$ cat src/rtl/sfx_scheduler.sv
// Sound-effect scheduler: arbitrates one-cycle effect requests by fixed
// priority onto the single shared tone-store/I2S player, with preemption,
// an inter-effect silence gap, a play timeout and a global mute.
//
// Ports:
//   MCLK          system clock
//   nReset        asynchronous active-low reset
//   req_i         one-cycle request pulses, bit i = effect i (N_REQ-1 highest)
//   mute_i        level; forces silence, flushes and blocks pending requests
//   play_done_i   one-cycle pulse from player: repeat count exhausted
//   snd_id_o      tone select for the current effect
//   snd_rep_o     repeat count for the current effect
//   snd_start_o   one-cycle strobe restarting the player counters
//   onOff_o       enable to the I2S transmitter
//   busy_o        high whenever the scheduler is not idle
//   pending_o     latched requests not yet served
module sfx_scheduler #(
  parameter int unsigned            N_REQ      = 4,
  parameter int unsigned            ID_W       = 2,
  parameter int unsigned            REP_W      = 8,
  parameter logic [N_REQ*REP_W-1:0] REP_TABLE  = {8'd4, 8'd2, 8'd1, 8'd3},
  parameter logic [15:0]            GAP_CYCLES = 16'd1000,
  parameter logic [23:0]            TIMEOUT    = 24'd5000000
) (
  input  logic             MCLK,
  input  logic             nReset,
  input  logic [N_REQ-1:0] req_i,
  input  logic             mute_i,
  input  logic             play_done_i,
  output logic [ID_W-1:0]  snd_id_o,
  output logic [REP_W-1:0] snd_rep_o,
  output logic             snd_start_o,
  output logic             onOff_o,
  output logic             busy_o,
  output logic [N_REQ-1:0] pending_o
);

  typedef enum logic [2:0] {IDLE, LOAD, START, PLAY, STOP, GAP} state_t;

  state_t             state_q;
  logic [N_REQ-1:0]   pending_q, pending_d, clr_c;
  logic [ID_W-1:0]    snd_id_q, pick_c;
  logic [REP_W-1:0]   snd_rep_q, pick_rep_c;
  logic               snd_start_q, onoff_q, busy_q;
  logic               any_c, preempt_c, sel_c;
  logic [15:0]        gap_q;
  logic [23:0]        tmo_q;

  // Priority pick (highest set index) and preemption test against the current effect
  always_comb begin
    pick_c     = '0;
    pick_rep_c = '0;
    preempt_c  = 1'b0;
    for (int i = 0; i < N_REQ; i++) begin
      if (pending_q[i]) begin
        pick_c     = ID_W'(i);
        pick_rep_c = REP_TABLE[i*REP_W +: REP_W];
        if (i > int'(snd_id_q)) preempt_c = 1'b1;
      end
    end
  end

  // Request latch: a new pulse beats the selection clear on the same bit
  always_comb begin
    any_c     = |pending_q;
    sel_c     = !mute_i && any_c && (state_q == IDLE || state_q == STOP);
    clr_c     = sel_c ? (N_REQ'(1) << pick_c) : '0;
    pending_d = mute_i ? '0 : ((pending_q & ~clr_c) | req_i);
  end

  // Scheduler FSM with registered outputs
  always_ff @(posedge MCLK or negedge nReset) begin
    if (!nReset) begin
      state_q     <= IDLE;
      pending_q   <= '0;
      snd_id_q    <= '0;
      snd_rep_q   <= '0;
      snd_start_q <= 1'b0;
      onoff_q     <= 1'b0;
      busy_q      <= 1'b0;
      gap_q       <= '0;
      tmo_q       <= '0;
    end else begin
      pending_q   <= pending_d;
      snd_start_q <= 1'b0;
      if (mute_i) begin
        state_q <= IDLE;
        onoff_q <= 1'b0;
        busy_q  <= 1'b0;
      end else begin
        case (state_q)
          IDLE: begin
            if (any_c) begin
              snd_id_q  <= pick_c;
              snd_rep_q <= pick_rep_c;
              state_q   <= LOAD;
              busy_q    <= 1'b1;
            end
          end
          LOAD: begin
            state_q     <= START;
            snd_start_q <= 1'b1;
            onoff_q     <= 1'b1;
          end
          START: begin
            state_q <= PLAY;
            tmo_q   <= '0;
          end
          PLAY: begin
            tmo_q <= tmo_q + 24'd1;
            // Completion outranks preemption; the preempting request stays latched
            if (play_done_i) begin
              state_q <= GAP;
              onoff_q <= 1'b0;
              gap_q   <= '0;
            end else if (preempt_c) begin
              state_q <= STOP;
              onoff_q <= 1'b0;
            end else if (tmo_q == TIMEOUT - 24'd1) begin
              state_q <= GAP;
              onoff_q <= 1'b0;
              gap_q   <= '0;
            end
          end
          STOP: begin
            // Preemption skips the gap and loads the winner directly
            if (any_c) begin
              snd_id_q  <= pick_c;
              snd_rep_q <= pick_rep_c;
              state_q   <= LOAD;
            end else begin
              state_q <= IDLE;
              busy_q  <= 1'b0;
            end
          end
          GAP: begin
            gap_q <= gap_q + 16'd1;
            if (gap_q == GAP_CYCLES - 16'd1) begin
              state_q <= IDLE;
              busy_q  <= 1'b0;
            end
          end
          default: begin
            state_q <= IDLE;
            onoff_q <= 1'b0;
            busy_q  <= 1'b0;
          end
        endcase
      end
    end
  end

  assign snd_id_o    = snd_id_q;
  assign snd_rep_o   = snd_rep_q;
  assign snd_start_o = snd_start_q;
  assign onOff_o     = onoff_q;
  assign busy_o      = busy_q;
  assign pending_o   = pending_q;

endmodule

$ cat config.mk
export PLATFORM = sky130hd
export DESIGN_NAME = sfx_scheduler
export DESIGN_NICKNAME = d
export VERILOG_FILES = /design/src/rtl/sfx_scheduler.sv
export SDC_FILE = /design/constraint.sdc
export NUM_CORES = 1
export LEC_CHECK = 0
export CAP_MARGIN = 20
export CORE_ASPECT_RATIO = 0.75
export CORE_UTILIZATION = 57
export DETAILED_ROUTE_END_ITERATION = 8
export PLACE_DENSITY = 0.79
export SYNTH_ARGS = -nofsm -noshare
export SYNTH_HDL_FRONTEND = slang
export SYNTH_SLANG_ARGS = --single-unit
$ cat constraint.sdc
create_clock -name MCLK -period 2.35 [get_ports MCLK]
set_clock_uncertainty 0.05 [all_clocks]
set_input_delay 0.235 -clock MCLK [delete_from_list [all_inputs] [get_ports MCLK]]
set_output_delay 0.235 -clock MCLK [all_outputs]
set_load 0.02 [all_outputs]
==> After elaboration in Yosys (flattened, before gate mapping) <==
Cells that the tools add are included.
{ "classes": {"n_lt_le_gt_ge": 3, "n_bitwise": 4, "n_mux": 40, "n_shift": 1, "addsub": 2, "n_reduce_logical": 17, "eq_ne": 15} }
{ "ops": {"columns": ["operator", "count"], "rows": [
  ["$mux 16", 3],
  ["$pmux 24 s2", 1],
  ["$pmux 16 s2", 1],
  ["$add 24x1->24 const B", 1],
  ["$eq 24x23->1 const B", 1],
  ["$mux 1", 18],
  ["$mux 3", 6],
  ["$pmux 3 s6", 1],
  ["$add 16x1->16 const B", 1],
  ["$eq 16x10->1 const B", 1],
  ["$mux 8", 2],
  ["$ne 3x3->1 const B", 5],
  ["$mux 2", 4],
  ["$mux 4", 2],
  ["$reduce_and 4->1", 2],
  ["$reduce_or 4->1", 2],
  ["$eq 3x2->1 const B", 2],
  ["$eq 3x3->1 const B", 2],
  ["$reduce_and 3->1", 2],
  ["$ne 5x5->1 const B", 1],
  ["$and 4x4->4", 1],
  ["$gt 2x2->1 const A", 2],
  ["$ne 2x1->1 const B", 2],
  ["$not 4->4", 1],
  ["15 further kinds", 18]
]} }
{ "word_totals": {"regBits": 60} }

==> Logic depth before layout (Yosys ltp) <==
{ "depth": {"ltp_word": 11, "ltp_mapped": 8, "depth_no_buf": 6} }

==> Least setup slack after synthesis <==
Ideal clock, no wire load.
{ "synth_path": {"path_kind": "register to register", "startpoint": "register tmo_q[16]", "endpoint": "register gap_q[5]", "n_path_buf": 1, "path_stages_with_launch": 7, "setup_slack_ns": 0.418, "setup_ns": 0.119, "t_arrival_ns": 1.763, "cell_sequence": "dfrtp_1 -> or4_1 -> nor4_1 -> a31oi_1 -> nor3_4 -> buf_6 -> nor2_1"} }
{ "synth_between": {"elab_chain_cells": 3} }
{ "synth_rtl": {"columns": ["element", "line_no", "source"], "rows": [
  ["start, declared", "47", "logic [23:0] tmo_q;"],
  ["start signal, assigned", "110", "tmo_q <= tmo_q + 24'd1;"],
  ["$eq 24x23->1", "119", "end else if (tmo_q == TIMEOUT - 24'd1) begin"],
  ["$ne 3x3->1 (no line)", null, null],
  ["$reduce_and 4->1 (no line)", null, null],
  ["end signal, assigned", "137", "gap_q <= gap_q + 16'd1;"],
  ["end, declared", "46", "logic [15:0] gap_q;"]
]} }
Every way passes these cells.
A chain may end at the register's enable or synchronous reset.

==> Worst setup path in the final report <==
{ "layout_path": {"startpoint": "register tmo_q[16]", "endpoint": "register gap_q[0]"} }
Same word-level chain as after synthesis.

==> flow_metrics.py <==
metrics = {
    "grt": {
        "grt_pass1_wl_um": 10200,
        "antenna_found_initial": 0,
        "grt_use_total": 0.242,
        "grt_overflow_total": 0,
        "grt_pass1_vias": 2150,
        "grt_max_degree": 56,
    },
    "routing": {
        "post_drt_wl_per_cell_um": 14.5,
        "viasPerCell": 5.72,
        "drt-pass1-iter-count": 7,
        "wl_um": 5930,
        "initialDrtViolationCount": 189,
        "drc": 6,
        "vias": 2341,
        "ant_nets": 0,
    },
    "cells_and_area": {
        "n_antenna_cell": 0,
        "multi_input_area_um2": 1410,
        "syn2layout_area_growth_pct": 11.7,
        "final_cells": 409,
        "seq_area_um2": 1380,
        "fillers": 402,
        "final_nets": 358,
        "utilization": 0.664,
        "fin_area_um2": 3250,
        "layout-drive-gt1-share": 0.0716,
    },
    "worst_setup_path": {
        "cp_data_arrival_time_ns": 2.24,
        "path_cells": "or4_1, nor4_1, a31oi_1, nor3_4, buf_4, o21ai_0",
        "cpPeakStageDelay_ns": 0.54,
        "critPathBufInv": 1,
        "path_delay_family": "simple AND/OR/NAND/NOR gates",
        "critPathKind": "flip-flop to flip-flop",
        "reg2reg_slack_ns": 0.26,
        "cp.required_ns": 2.50,
        "end_kind": "flip-flop",
        "cp_max_fo": 10,
        "slowest_stage": "or4_1",
        "worst_setup_path_start_kind": "flip-flop",
    },
    "timing": {
        "min_period_ns": 2.09,
        "whs_ns": -0.0199,
        "tightest_slew_ns": 0.678,
        "max-slew-margin-rel": 0.548,
        "final.setup.worst_slack_ns": 0.261,
        "drv_slew": 0,
        "finalHoldViolations": 21,
        "setup_viol": 0,
        "tns_ns": 0,
        "max_freq_mhz": 479,
        "rsz0062_at_grt": "no",
        "finalCritPeriodShare": 0.889,
    },
    "floorplan": {
        "coreArea_um2": 4900,
        "dieArea_um2": 5400,
        "initial_core_util": 0.594,
        "num_rows": 22,
        "die_width_um": 84.5,
        "dieHeight_um": 63.9,
        "ios": 25,
    },
    "status": {
        "outcome": "complete, but fails checks",
        "failed_checks": "design-rule violations, negative hold slack",
    },
    "synth": {
        "synthArstFlopShare": 1.00,
        "syn_area_per_cell_um2": 8.85,
        "synth_cell_types": 44,
        "synth_edf_count": 0,
        "synthCells": 329,
        "ys_ff_latch": 55,
        "syn_area_um2": 2910,
        "yosysWarnings": 0,
        "synth_ff_type": "dfrtp_1",
        "ys_seq_area_frac": 0.473,
    },
    "pwr": {
        "p_clk_frac": 0.219,
        "power_mw": 2.63,
        "p_sw_frac": 0.358,
        "combPwrFrac": 0.303,
        "seqPwrFrac": 0.478,
        "p_per_area_nw_per_um2": 810,
        "switchingPower_uw": 942,
        "peakVddDrop_uv": 440,
        "p_leak_nw": 1.47,
        "p_int_mw": 1.69,
    },
    "placement": {
        "dpl_cell_area_um2": 3150,
        "dpl_worst_slack_ns": 0.270,
        "io_buffers": 19,
        "placed_cells": 401,
        "place_congestion": 0.878,
        "dpl.hpwl_um": 4100,
    },
    "min_path": {
        "hold_class": "input port to asynchronous set/reset pin",
    },
    "cts": {
        "cts-htree-levels": 2,
        "clk_latency_ns": 0.31,
        "cts.sinks": 55,
        "cts_inserted_buffers": 5,
        "cts.clk_slew.worst_paths_ns": 0.09,
        "tritoncts": "yes",
        "post_cts_resized": 0,
        "post_cts_buffers": 0,
        "cts_hold_buf": 0,
        "cts_root_buf": "clkbuf_8",
        "cts_buffer_depth": 2,
    },
    "run": {
        "cap_viol_max_count": 0,
    },
}
==> cell usage after synthesis (2+ instances only) <==
master,number,area share
nand2b_1,4,0.0086
buf_4,6,0.015
dfrtp_1,55,0.47
nand2_1,37,0.048
ha_1,2,0.0086
and4_1,2,0.0060
nor4_1,7,0.015
xor2_1,16,0.048
a21oi_1,13,0.022
mux2_2,2,0.0077
nand4_1,14,0.030
clkbuf_1,12,0.015
o21ai_0,21,0.036
nand3b_1,2,0.0052
mux2i_1,10,0.034
a31oi_1,2,0.0043
xnor2_1,4,0.012
or3_1,3,0.0064
nand3_1,18,0.031
nor3_1,7,0.012
inv_1,10,0.013
and3_1,6,0.013
nor2_1,54,0.070
nor3_2,2,0.0069
==> cell type report <==
type                       instances  share of cell area
clock inverter                     1             0.00231
multi-input combinational        248               0.433
tap                               60              0.0231
sequential                        55               0.423
timing repair buffer              28              0.0777
inverter                          10              0.0115
clock buffer                       7              0.0296
==> worst paths after layout <==
check                             startpoint           end  depth (start not counted)
worst max-delay path               tmo_q[16]      gap_q[0]                          6
worst max register to register     tmo_q[16]      gap_q[0]                          6
max in group asynchronous             nReset  snd_rep_o[0]                          2
worst min register to register  snd_rep_o[0]  snd_rep_o[0]                          1
min in group MCLK                   req_i[3]  pending_o[3]                          3
worst min-delay path                  nReset     tmo_q[22]                          2
==> metal layers <==
layer  GRT usage  wire (um)  vias up
met5           0          0        -
met4      0.0784         74        0
met3      0.0556        282        7
met2       0.360       2540       63
met1       0.353       3030     1106
li1            -          -     1165
==> power groups by stage <==
stage               Sequential (mW)  Combinational (mW)  Clock, mW
detailed placement             1.27               0.793          0
global route                   1.28               0.882      0.624
floorplan                      1.30               0.463          0
CTS                            1.26               0.796      0.590
finish                         1.26               0.797      0.577
global placement               1.26               0.768          0
==> placed cells by master (no fill, tap or decap), drive strengths merged, types with 10 or more instances in the layout <==
cell type | synthesis | final
nand4 | 14 | 14
mux2i | 10 | 10
nand2 | 37 | 37
xor2 | 16 | 16
inv | 10 | 10
o21ai | 21 | 21
buf | 8 | 10
a21oi | 13 | 13
nor3 | 10 | 10
nand3 | 18 | 18
dfrtp | 55 | 55
nor2 | 54 | 54
clkdlybuf4s50 | 0 | 18
==> flip-flops by register name, indices dropped and copies added (netlist names) <==
register	count
busy_o	1
snd_rep_o	3
tmo_q	24
state_q	3
snd_start_o	1
pending_o	4
snd_id_o	2
gap_q	16
onOff_o	1
==> cell families (layout without fill, tap and decap cells) <==
group,after synthesis,after routing,share of synthesized area
XOR/XNOR,20,20,0.0601
adder cells (fa/ha/maj),3,3,0.0120
other,1,5,0.00129
buffers and inverters,30,46,0.0494
multiplexers,12,12,0.0421
flip-flops,55,55,0.473
AND/OR/NAND/NOR,162,162,0.272
AO/OA/AOI/OAI,46,46,0.0906
(Power assumes the default switching activity.)
